### src/rtl/axi_lite_arbiter_if.sv
// AXI-lite bundle used on both sides of the arbiter.
// N lanes share rdata/rresp/bresp; all other signals are per-lane.
interface axi_lite_arbiter_if #(
    parameter int N      = 1,
    parameter int ADDR_W = 32,
    parameter int DATA_W = 32
);
    logic [N-1:0]          arvalid;
    logic [N*ADDR_W-1:0]   araddr;
    logic [N-1:0]          arready;
    logic [DATA_W-1:0]     rdata;
    logic [1:0]            rresp;
    logic [N-1:0]          rvalid;
    logic [N-1:0]          rready;
    logic [N-1:0]          awvalid;
    logic [N*ADDR_W-1:0]   awaddr;
    logic [N-1:0]          awready;
    logic [N-1:0]          wvalid;
    logic [N*DATA_W-1:0]   wdata;
    logic [N*DATA_W/8-1:0] wstrb;
    logic [N-1:0]          wready;
    logic [1:0]            bresp;
    logic [N-1:0]          bvalid;
    logic [N-1:0]          bready;

    modport master (
        output arvalid, araddr, rready,
        output awvalid, awaddr, wvalid, wdata, wstrb,
        output bready,
        input  arready, rdata, rresp, rvalid,
        input  awready, wready, bresp, bvalid
    );

    modport slave (
        input  arvalid, araddr, rready,
        input  awvalid, awaddr, wvalid, wdata, wstrb,
        input  bready,
        output arready, rdata, rresp, rvalid,
        output awready, wready, bresp, bvalid
    );
endinterface

### src/rtl/axi_lite_arbiter.sv
// Round-robin arbiter: NUM_M AXI-lite masters (0=IFU, 1=LSU) onto one slave.
// Ports: clk, rst (sync, active-high), m_bus (NUM_M lanes), s_bus (1 lane).
module axi_lite_arbiter #(
    parameter int NUM_M  = 2,
    parameter int ADDR_W = 32,
    parameter int DATA_W = 32
) (
    input  logic               clk,
    input  logic               rst,
    axi_lite_arbiter_if.slave  m_bus,
    axi_lite_arbiter_if.master s_bus
);
    localparam int GW = (NUM_M > 1) ? $clog2(NUM_M) : 1;
    localparam int SW = DATA_W / 8;

    typedef enum logic [2:0] {
        IDLE, RD_ADDR, RD_DATA, WR_REQ, WR_RESP
    } state_t;

    state_t            state_q, state_d;
    logic [GW-1:0]     grant_q, grant_d;
    logic [GW-1:0]     rr_q, rr_d;
    logic [GW-1:0]     win_idx, grant_inc;
    logic              win_valid, win_wr;
    logic [NUM_M-1:0]  req, win_oh;
    logic [ADDR_W-1:0] addr_q, addr_d;
    logic [DATA_W-1:0] wdata_q, wdata_d;
    logic [SW-1:0]     wstrb_q, wstrb_d;
    logic              aw_done_q, aw_done_d;
    logic              w_done_q, w_done_d;
    int                pick_idx;

    logic s_arvalid, s_awvalid, s_wvalid;
    logic s_rready, s_bready;
    logic ar_hs, r_hs, aw_hs, w_hs, b_hs;
    logic [NUM_M-1:0] m_arready, m_awready, m_wready;
    logic [NUM_M-1:0] m_rvalid, m_bvalid;

    // A write competes only once AW and W are both presented.
    assign req = m_bus.arvalid | (m_bus.awvalid & m_bus.wvalid);

    // First requester at or after rr_q, wrapping.
    always_comb begin
        win_valid = 1'b0;
        win_idx   = '0;
        pick_idx  = 0;
        for (int k = 0; k < NUM_M; k++) begin
            pick_idx = int'(rr_q) + k;
            if (pick_idx >= NUM_M) pick_idx = pick_idx - NUM_M;
            if (!win_valid && req[pick_idx]) begin
                win_valid = 1'b1;
                win_idx   = GW'(pick_idx);
            end
        end
    end

    // Write beats read when the winner offers both.
    assign win_wr = m_bus.awvalid[win_idx] & m_bus.wvalid[win_idx];
    assign win_oh = win_valid ? (NUM_M'(1) << win_idx) : '0;

    assign grant_inc = (int'(grant_q) == NUM_M - 1) ? '0
                                                    : grant_q + 1'b1;

    assign s_arvalid = (state_q == RD_ADDR);
    assign s_awvalid = (state_q == WR_REQ) && !aw_done_q;
    assign s_wvalid  = (state_q == WR_REQ) && !w_done_q;
    assign s_rready  = (state_q == RD_DATA) && m_bus.rready[grant_q];
    assign s_bready  = (state_q == WR_RESP) && m_bus.bready[grant_q];

    assign ar_hs = s_arvalid & s_bus.arready[0];
    assign r_hs  = s_rready & s_bus.rvalid[0];
    assign aw_hs = s_awvalid & s_bus.awready[0];
    assign w_hs  = s_wvalid & s_bus.wready[0];
    assign b_hs  = s_bready & s_bus.bvalid[0];

    always_comb begin
        m_arready = '0;
        m_awready = '0;
        m_wready  = '0;
        m_rvalid  = '0;
        m_bvalid  = '0;
        if (state_q == IDLE && win_valid) begin
            if (win_wr) begin
                m_awready = win_oh;
                m_wready  = win_oh;
            end else begin
                m_arready = win_oh;
            end
        end
        if (state_q == RD_DATA) m_rvalid[grant_q] = s_bus.rvalid[0];
        if (state_q == WR_RESP) m_bvalid[grant_q] = s_bus.bvalid[0];
    end

    assign m_bus.arready = m_arready;
    assign m_bus.awready = m_awready;
    assign m_bus.wready  = m_wready;
    assign m_bus.rvalid  = m_rvalid;
    assign m_bus.bvalid  = m_bvalid;
    assign m_bus.rdata   = s_bus.rdata;
    assign m_bus.rresp   = s_bus.rresp;
    assign m_bus.bresp   = s_bus.bresp;

    assign s_bus.arvalid = s_arvalid;
    assign s_bus.araddr  = addr_q;
    assign s_bus.awvalid = s_awvalid;
    assign s_bus.awaddr  = addr_q;
    assign s_bus.wvalid  = s_wvalid;
    assign s_bus.wdata   = wdata_q;
    assign s_bus.wstrb   = wstrb_q;
    assign s_bus.rready  = s_rready;
    assign s_bus.bready  = s_bready;

    always_comb begin
        state_d   = state_q;
        grant_d   = grant_q;
        rr_d      = rr_q;
        addr_d    = addr_q;
        wdata_d   = wdata_q;
        wstrb_d   = wstrb_q;
        aw_done_d = aw_done_q;
        w_done_d  = w_done_q;
        unique case (state_q)
            IDLE: begin
                if (win_valid) begin
                    grant_d = win_idx;
                    if (win_wr) begin
                        addr_d  = m_bus.awaddr[win_idx*ADDR_W +: ADDR_W];
                        wdata_d = m_bus.wdata[win_idx*DATA_W +: DATA_W];
                        wstrb_d = m_bus.wstrb[win_idx*SW +: SW];
                        state_d = WR_REQ;
                    end else begin
                        addr_d  = m_bus.araddr[win_idx*ADDR_W +: ADDR_W];
                        state_d = RD_ADDR;
                    end
                end
            end
            RD_ADDR: begin
                if (ar_hs) state_d = RD_DATA;
            end
            RD_DATA: begin
                if (r_hs) begin
                    state_d = IDLE;
                    rr_d    = grant_inc;
                end
            end
            WR_REQ: begin
                if (aw_hs) aw_done_d = 1'b1;
                if (w_hs)  w_done_d  = 1'b1;
                // AW and W may finish in different cycles.
                if ((aw_done_q | aw_hs) & (w_done_q | w_hs)) begin
                    aw_done_d = 1'b0;
                    w_done_d  = 1'b0;
                    state_d   = WR_RESP;
                end
            end
            WR_RESP: begin
                if (b_hs) begin
                    state_d = IDLE;
                    rr_d    = grant_inc;
                end
            end
            default: state_d = IDLE;
        endcase
    end

    always_ff @(posedge clk) begin
        if (rst) begin
            state_q   <= IDLE;
            grant_q   <= '0;
            rr_q      <= '0;
            addr_q    <= '0;
            wdata_q   <= '0;
            wstrb_q   <= '0;
            aw_done_q <= 1'b0;
            w_done_q  <= 1'b0;
        end else begin
            state_q   <= state_d;
            grant_q   <= grant_d;
            rr_q      <= rr_d;
            addr_q    <= addr_d;
            wdata_q   <= wdata_d;
            wstrb_q   <= wstrb_d;
            aw_done_q <= aw_done_d;
            w_done_q  <= w_done_d;
        end
    end
endmodule

### src/flat_wrapper.sv
// flat-port wrapper written by rule: the top's interface ports become plain ports
module axi_lite_arbiter_flat 
#(
    parameter int NUM_M  = 2,
    parameter int ADDR_W = 32,
    parameter int DATA_W = 32
)
  (clk, rst, m_bus_arvalid, m_bus_araddr, m_bus_rready, m_bus_awvalid, m_bus_awaddr, m_bus_wvalid, m_bus_wdata, m_bus_wstrb, m_bus_bready, m_bus_arready, m_bus_rdata, m_bus_rresp, m_bus_rvalid, m_bus_awready, m_bus_wready, m_bus_bresp, m_bus_bvalid, s_bus_arvalid, s_bus_araddr, s_bus_rready, s_bus_awvalid, s_bus_awaddr, s_bus_wvalid, s_bus_wdata, s_bus_wstrb, s_bus_bready, s_bus_arready, s_bus_rdata, s_bus_rresp, s_bus_rvalid, s_bus_awready, s_bus_wready, s_bus_bresp, s_bus_bvalid);
  axi_lite_arbiter_if #(.N(2), .ADDR_W(ADDR_W), .DATA_W(DATA_W)) m_bus_i ();
  axi_lite_arbiter_if #(.N(1), .ADDR_W(ADDR_W), .DATA_W(DATA_W)) s_bus_i ();
  input  logic clk;
  input  logic rst;
  input wire logic [$bits(m_bus_i.arvalid)-1:0] m_bus_arvalid;
  input wire logic [$bits(m_bus_i.araddr)-1:0] m_bus_araddr;
  input wire logic [$bits(m_bus_i.rready)-1:0] m_bus_rready;
  input wire logic [$bits(m_bus_i.awvalid)-1:0] m_bus_awvalid;
  input wire logic [$bits(m_bus_i.awaddr)-1:0] m_bus_awaddr;
  input wire logic [$bits(m_bus_i.wvalid)-1:0] m_bus_wvalid;
  input wire logic [$bits(m_bus_i.wdata)-1:0] m_bus_wdata;
  input wire logic [$bits(m_bus_i.wstrb)-1:0] m_bus_wstrb;
  input wire logic [$bits(m_bus_i.bready)-1:0] m_bus_bready;
  output wire logic [$bits(m_bus_i.arready)-1:0] m_bus_arready;
  output wire logic [$bits(m_bus_i.rdata)-1:0] m_bus_rdata;
  output wire logic [$bits(m_bus_i.rresp)-1:0] m_bus_rresp;
  output wire logic [$bits(m_bus_i.rvalid)-1:0] m_bus_rvalid;
  output wire logic [$bits(m_bus_i.awready)-1:0] m_bus_awready;
  output wire logic [$bits(m_bus_i.wready)-1:0] m_bus_wready;
  output wire logic [$bits(m_bus_i.bresp)-1:0] m_bus_bresp;
  output wire logic [$bits(m_bus_i.bvalid)-1:0] m_bus_bvalid;
  output wire logic [$bits(s_bus_i.arvalid)-1:0] s_bus_arvalid;
  output wire logic [$bits(s_bus_i.araddr)-1:0] s_bus_araddr;
  output wire logic [$bits(s_bus_i.rready)-1:0] s_bus_rready;
  output wire logic [$bits(s_bus_i.awvalid)-1:0] s_bus_awvalid;
  output wire logic [$bits(s_bus_i.awaddr)-1:0] s_bus_awaddr;
  output wire logic [$bits(s_bus_i.wvalid)-1:0] s_bus_wvalid;
  output wire logic [$bits(s_bus_i.wdata)-1:0] s_bus_wdata;
  output wire logic [$bits(s_bus_i.wstrb)-1:0] s_bus_wstrb;
  output wire logic [$bits(s_bus_i.bready)-1:0] s_bus_bready;
  input wire logic [$bits(s_bus_i.arready)-1:0] s_bus_arready;
  input wire logic [$bits(s_bus_i.rdata)-1:0] s_bus_rdata;
  input wire logic [$bits(s_bus_i.rresp)-1:0] s_bus_rresp;
  input wire logic [$bits(s_bus_i.rvalid)-1:0] s_bus_rvalid;
  input wire logic [$bits(s_bus_i.awready)-1:0] s_bus_awready;
  input wire logic [$bits(s_bus_i.wready)-1:0] s_bus_wready;
  input wire logic [$bits(s_bus_i.bresp)-1:0] s_bus_bresp;
  input wire logic [$bits(s_bus_i.bvalid)-1:0] s_bus_bvalid;
  assign m_bus_i.arvalid = m_bus_arvalid;
  assign m_bus_i.araddr = m_bus_araddr;
  assign m_bus_i.rready = m_bus_rready;
  assign m_bus_i.awvalid = m_bus_awvalid;
  assign m_bus_i.awaddr = m_bus_awaddr;
  assign m_bus_i.wvalid = m_bus_wvalid;
  assign m_bus_i.wdata = m_bus_wdata;
  assign m_bus_i.wstrb = m_bus_wstrb;
  assign m_bus_i.bready = m_bus_bready;
  assign m_bus_arready = m_bus_i.arready;
  assign m_bus_rdata = m_bus_i.rdata;
  assign m_bus_rresp = m_bus_i.rresp;
  assign m_bus_rvalid = m_bus_i.rvalid;
  assign m_bus_awready = m_bus_i.awready;
  assign m_bus_wready = m_bus_i.wready;
  assign m_bus_bresp = m_bus_i.bresp;
  assign m_bus_bvalid = m_bus_i.bvalid;
  assign s_bus_arvalid = s_bus_i.arvalid;
  assign s_bus_araddr = s_bus_i.araddr;
  assign s_bus_rready = s_bus_i.rready;
  assign s_bus_awvalid = s_bus_i.awvalid;
  assign s_bus_awaddr = s_bus_i.awaddr;
  assign s_bus_wvalid = s_bus_i.wvalid;
  assign s_bus_wdata = s_bus_i.wdata;
  assign s_bus_wstrb = s_bus_i.wstrb;
  assign s_bus_bready = s_bus_i.bready;
  assign s_bus_i.arready = s_bus_arready;
  assign s_bus_i.rdata = s_bus_rdata;
  assign s_bus_i.rresp = s_bus_rresp;
  assign s_bus_i.rvalid = s_bus_rvalid;
  assign s_bus_i.awready = s_bus_awready;
  assign s_bus_i.wready = s_bus_wready;
  assign s_bus_i.bresp = s_bus_bresp;
  assign s_bus_i.bvalid = s_bus_bvalid;
  axi_lite_arbiter #(.NUM_M(NUM_M), .ADDR_W(ADDR_W), .DATA_W(DATA_W)) u_core (.clk(clk), .rst(rst), .m_bus(m_bus_i), .s_bus(s_bus_i));
endmodule
### config.mk
export PLATFORM = sky130hd
export DESIGN_NAME = axi_lite_arbiter_flat
export DESIGN_NICKNAME = d
export VERILOG_FILES = /design/src/rtl/axi_lite_arbiter_if.sv /design/src/rtl/axi_lite_arbiter.sv /design/src/flat_wrapper.sv
export SDC_FILE = /design/constraint.sdc
export NUM_CORES = 1
export LEC_CHECK = 0
export ABC_CLOCK_PERIOD_IN_PS = 2300
export CAP_MARGIN = 5
export CORE_AREA = 8 8 151 153
export CTS_CLUSTER_DIAMETER = 80
export DETAILED_ROUTE_END_ITERATION = 8
export DIE_AREA = 0 0 159 161
export GPL_TIMING_DRIVEN = 1
export HOLD_SLACK_MARGIN = 0.08
export PLACE_DENSITY = 0.69
export SYNTH_ARGS = -nofsm -noshare
export SYNTH_HDL_FRONTEND = slang
export SYNTH_SLANG_ARGS = --single-unit
### constraint.sdc
create_clock -name clk -period 2.3 [get_ports clk]
set_clock_uncertainty 0.1 [all_clocks]
set_input_delay 0.345 -clock clk [delete_from_list [all_inputs] [get_ports clk]]
set_output_delay 0.345 -clock clk [all_outputs]
set_load 0.05 [all_outputs]
After elaboration in Yosys (flattened, before gate mapping)
Cells that the tools add are included.
{"block": "totals", "regBits": 75, "inputBits": 253, "output_inout_bits": 151, "elab_cells": 111}
{"block": "op_classes", "add_sub_neg": 4, "order_cmp": 7, "eq_ne": 9, "n_shift": 5, "muxes": 45, "n_bitwise": 13, "n_reduce_logical": 20}
{"cell": "$shiftx 64x7->32", "count": 3}
{"cell": "$mux 32", "count": 3}
{"cell": "$lt 32x3->1 const B", "count": 2}
{"cell": "$ge 32x3->1 const B", "count": 1}
{"cell": "$sub 32x3->32 const B", "count": 1}
{"cell": "$mux 1", "count": 26}
{"cell": "$mux 2", "count": 8}
{"cell": "$mux 3", "count": 5}
{"cell": "$pmux 3 s5", "count": 1}
{"cell": "$shiftx 8x4->4", "count": 1}
{"cell": "$and 1x1->1", "count": 7}
{"cell": "$logic_and 1x1->1", "count": 7}
{"cell": "$and 2x2->2", "count": 3}
{"cell": "$eq 3x2->1 const B", "count": 2}
{"cell": "$ne 2x1->1 const B", "count": 3}
{"cell": "$reduce_and 2->1", "count": 3}
{"cell": "$reduce_and 3->1", "count": 2}
{"cell": "$reduce_bool 2->1", "count": 3}
{"cell": "$reduce_and 5->1", "count": 1}
{"cell": "$lt 1x2->1 const B", "count": 2}
{"cell": "$ne 2x2->1 const B", "count": 2}
{"cell": "$eq 3x1->1 const B", "count": 1}
{"cell": "$eq 3x3->1 const B", "count": 1}
{"cell": "$logic_not 1->1", "count": 3}
{"cell": "11 further kinds", "count": 12}

Depth between registers and ports, before layout
Gate-level depths: netlist (run 1).
{"block": "logic_depth", "word_depth": 15, "depth_mapped": 9, "ltp_nobuf": 5}

Least setup slack after synthesis (run 1)
No wires, ideal clock.
{"block": "synth_timing", "path_kind": "reg2out", "start": "register u_core.state_q[1]", "end": "output m_bus_wready[0]", "arrival_ns": 2.563, "t_required_ns": 1.855, "path_slack_ns": -0.708, "path_stages_with_launch": 9, "n_path_buf": 4, "path_cell_list": "dfxtp_1 > buf_4 > or3_1 > buf_2 > a21oi_2 > clkbuf_1 > nand2_1 > nor2_1 > buf_4"}
{"block": "synth_via", "elab_chain_cells": 3}
{"element": "from (decl)", "line": "axi_lite_arbiter.sv:20", "source": "state_t state_q, state_d;"}
{"element": "from (signal assigned)", "line": "axi_lite_arbiter.sv:177", "source": "state_q <= state_d;"}
{"element": "$logic_not 3->1", "line": "axi_lite_arbiter.sv:82", "source": "if (state_q == IDLE && win_valid) begin"}
{"element": "$logic_and 1x1->1", "line": "axi_lite_arbiter.sv:82"}
{"element": "$mux 2"}
{"element": "to (decl)", "line": "flat_wrapper.sv:27", "source": "output wire logic [$bits(m_bus_i.wready)-1:0] m_bus_wready;"}
No other way between the ends.

Final worst setup path (run 1)
{"block": "layout_timing", "start": "register u_core.state_q[2]", "end": "output m_bus_awready[0]"}
{"block": "layout_via", "elab_chain_cells": 3}
{"element": "$logic_not 3->1", "line": "axi_lite_arbiter.sv:82"}
{"element": "$logic_and 1x1->1", "line": "axi_lite_arbiter.sv:82"}
{"element": "$mux 2", "line": "axi_lite_arbiter.sv:82"}
{"element": "to (decl)", "line": "flat_wrapper.sv:26", "source": "output wire logic [$bits(m_bus_i.awready)-1:0] m_bus_awready;"}
No other way between the ends.

==> results of run 1 <==
[cell type report]
type	instances	area [sq um]
Fill cell	1976	11700
Timing Repair Buffer	382	4000
Multi-Input combinational cell	405	2670
Sequential cell	75	1500
Tap cell	275	344
Clock buffer	12	256
Clock inverter	4	56.3
Inverter	4	15.0
[metrics by stage]
step           total power [mW]   util  hold slack (ps)  setup slack [ps]  cells
5_1_grt                    8.79  0.430              366             -1.16   1157
6_report                   8.36  0.430              359              76.6   1157
3_5_place_dp               6.86  0.413              393             -57.8   1140
4_1_cts                    8.44  0.429              349              13.6   1156
3_3_place_gp               6.82  0.413              392             -68.7   1140
2_1_floorplan              5.27      -              404              -111    608
[state kept, by name, summed over array words and instances (netlist names)]
name,flops
u_core.aw_done_q,1
u_core.grant_q,1
u_core.state_q,3
u_core.rr_q,1
u_core.s_bus.wdata,32
u_core.s_bus.araddr,32
u_core.w_done_q,1
u_core.s_bus.wstrb,4
[routing by layer]
| metal | vias up | share of wire | global-route usage |
|---|---|---|---|
| met2 | 230 | 0.50 | 0.277 |
| met5 | - | 0 | 0 |
| met3 | 45 | 0.064 | 0.0430 |
| met4 | 0 | 0.032 | 0.0656 |
| li1 | 2640 | - | - |
| met1 | 2547 | 0.40 | 0.181 |
[how the worst max path moves through the flow]
stage	cells after the start	startpoint	endpoint
after floorplan	8	u_core.state_q[1]	m_bus_wready[0]
after global placement	7	m_bus_awvalid[0]	m_bus_arready[0]
after detailed placement	7	m_bus_awvalid[0]	u_core.s_bus.araddr[1]
after CTS	6	u_core.state_q[0]	m_bus_arready[0]
after global routing	6	u_core.state_q[2]	m_bus_awready[0]
final	6	u_core.state_q[2]	m_bus_awready[0]
[power by group through the flow]
stage / registers, mW / clock network, mW / logic [mW]
6_report: 1.82 / 1.51 / 5.03
5_1_grt: 1.85 / 1.62 / 5.32
4_1_cts: 1.82 / 1.57 / 5.05
3_5_place_dp: 1.85 / 0 / 5.01
3_3_place_gp: 1.84 / 0 / 4.98
2_1_floorplan: 2.73 / 0 / 2.54
[worst max-delay path, stage by stage (launching register included)]
cell and delay, ps:
dfxtp_1 310, or3_4 400, buf_4 160, a21oi_4 140, nand2_4 90, nor2_4 180, buf_12 160
[cell usage after synthesis (3+ instances only)]
| cell | instances |
|---|---|
| a21oi_1 | 37 |
| a311oi_2 | 34 |
| a31oi_1 | 3 |
| buf_2 | 11 |
| buf_4 | 78 |
| buf_6 | 4 |
| clkbuf_1 | 31 |
| dfxtp_1 | 75 |
| inv_1 | 4 |
| mux2i_1 | 34 |
| nand2_1 | 78 |
| nand2b_1 | 3 |
| nor2_1 | 87 |
| nor3_1 | 72 |
| o32a_1 | 32 |
[cells by family (layout without fill, tap and decap cells)]
logic type / Yosys count / after routing / synth area share
AOI/OAI and AO/OA: 119 / 119 / 0.233
DFF: 75 / 75 / 0.307
and+or+nand+nor: 249 / 249 / 0.218
xor gates and xnor gates: 1 / 1 / 0.00179
buffers and inverters: 128 / 402 / 0.167
muxes: 36 / 36 / 0.0741
[timing repair]
item / in CTS / in global routing
pin swaps: 1 / 2
setup endpoints to repair: 3 / 5
buffers inserted: 0 / 1
gates resized for setup: 3 / 4
==> flow_summary.toml, run 1 <==
[outcome]
outcome = "finished clean"

[cts]
cts_inserted_buffers = 9
htreeDepth = 3
cts_hold_buf = 0
clock_sinks = 75
clk_pin_slew_ps = 60
cts_tree = "done"
cts-root-buf = "clkbuf_16"
cts_buffer_depth = 2
clk_latency_ps = 330

[setup_path]
cp.arrival_ps = 1780
path_max_fanout = 3
worst-setup-path-type = "flop to output port"
r2r_cells = 8
rr_endpoint = "u_core.s_bus.wdata[24]"
cp.required_ps = 1860
worstReg2RegStart = "u_core.state_q[2]"
endpoint_kind = "output port"
rrSetupSlack_ps = 180
critPathLaunchType = "flop"

[power]
pwr-share-comb = 0.601
p_int_mw = 4.51
sw_frac_of_total = 0.460
p_clk_frac = 0.181
peakVddDrop_v = 0.000361
cellPowerDensity_nw_per_um2 = 946
p_sw_mw = 3.85
cellLeakagePower_nw = 3.33
p_seq_frac = 0.218

[final_layout]
final_nets = 1130
final_cell_mix = "clkdlybuf4s50_1, nor2_1, nand2_1, dfxtp_1, nor3_1"
drive_above_1_share = 0.150
diodes = 0
syn2layout_area_growth_pct = 80.6
stdcell_area_sq_um = 8840
final_common_cell = "clkdlybuf4s50_1"

[synth]
ys_seq_area_frac = 0.307
synth_area_per_cell_sq_um = 8.05
async_reset_ff_frac = 0
ys_ff_latch = 75
synth_ff_type = "dfxtp_1"
synth_area_leader_cell = "dfxtp_1"
yosysTopAreaCellShare = 0.307
synth_warnings = 0
synth_area_leaders = "dfxtp_1, buf_4, a311oi_2, nor3_1, mux2i_1"
syn_nets = 861
syn_inst = 608
syn_area_sq_um = 4900
synth_edf_count = 0
synthDistinctLibCells = 35

[global_routing]
grt_overflow = 0
grt_pass1_vias = 5604
grt_max_degree = 37
grt_antenna_before_repair = 0
grt_pass1_wl_um = 32700
track_usage = 0.159

[timing]
hold_viol_final = 0
setup_violations = 0
tns_ps = 0
final_max_slew_viol_count = 0
worst_pin_slew_ps = 571
min_period_ps = 2220
post-route-period-util = 0.967
max_freq_mhz = 450
slew_headroom = 0.618

[floorplanning]
fp.coreArea_sq_um = 20600
die_area_sq_um = 25600
die_w_um = 159
initial_core_util = 0.238
die_h_um = 161
fp-row-count = 53
ioPinCount = 404

[route]
drc = 0
drt-pass1-iter-count = 4
wire_per_inst_um = 18.4
vias = 5462
ant_nets = 0
wl_um = 21300
via_per_inst = 4.72
drt-initial-drc-count = 276

[placed_design]
globalplace.congestion = 0.810
placed_area_sq_um = 8490
portBuffers = 331
post-dp-hpwl_um = 16800

[min_path]
min_path_type = "input port to flop"
holdPathEnd = "u_core.state_q[2]"
hold_start = "rst"
hold_depth = 2

[run]
cap_violations = 0
(Power assumes the default switching activity.)
==> inputs of run 2 (changes only) <==
--- a/config.mk
+++ b/config.mk
@@ -11,7 +11,6 @@
 export CTS_CLUSTER_DIAMETER = 80
 export DETAILED_ROUTE_END_ITERATION = 8
 export DIE_AREA = 0 0 159 161
-export GPL_TIMING_DRIVEN = 1
 export HOLD_SLACK_MARGIN = 0.08
 export PLACE_DENSITY = 0.69
 export SYNTH_ARGS = -nofsm -noshare
==> results of run 2 <==
Same layout as run 1: the final DEF is identical, and so are final timing and power.
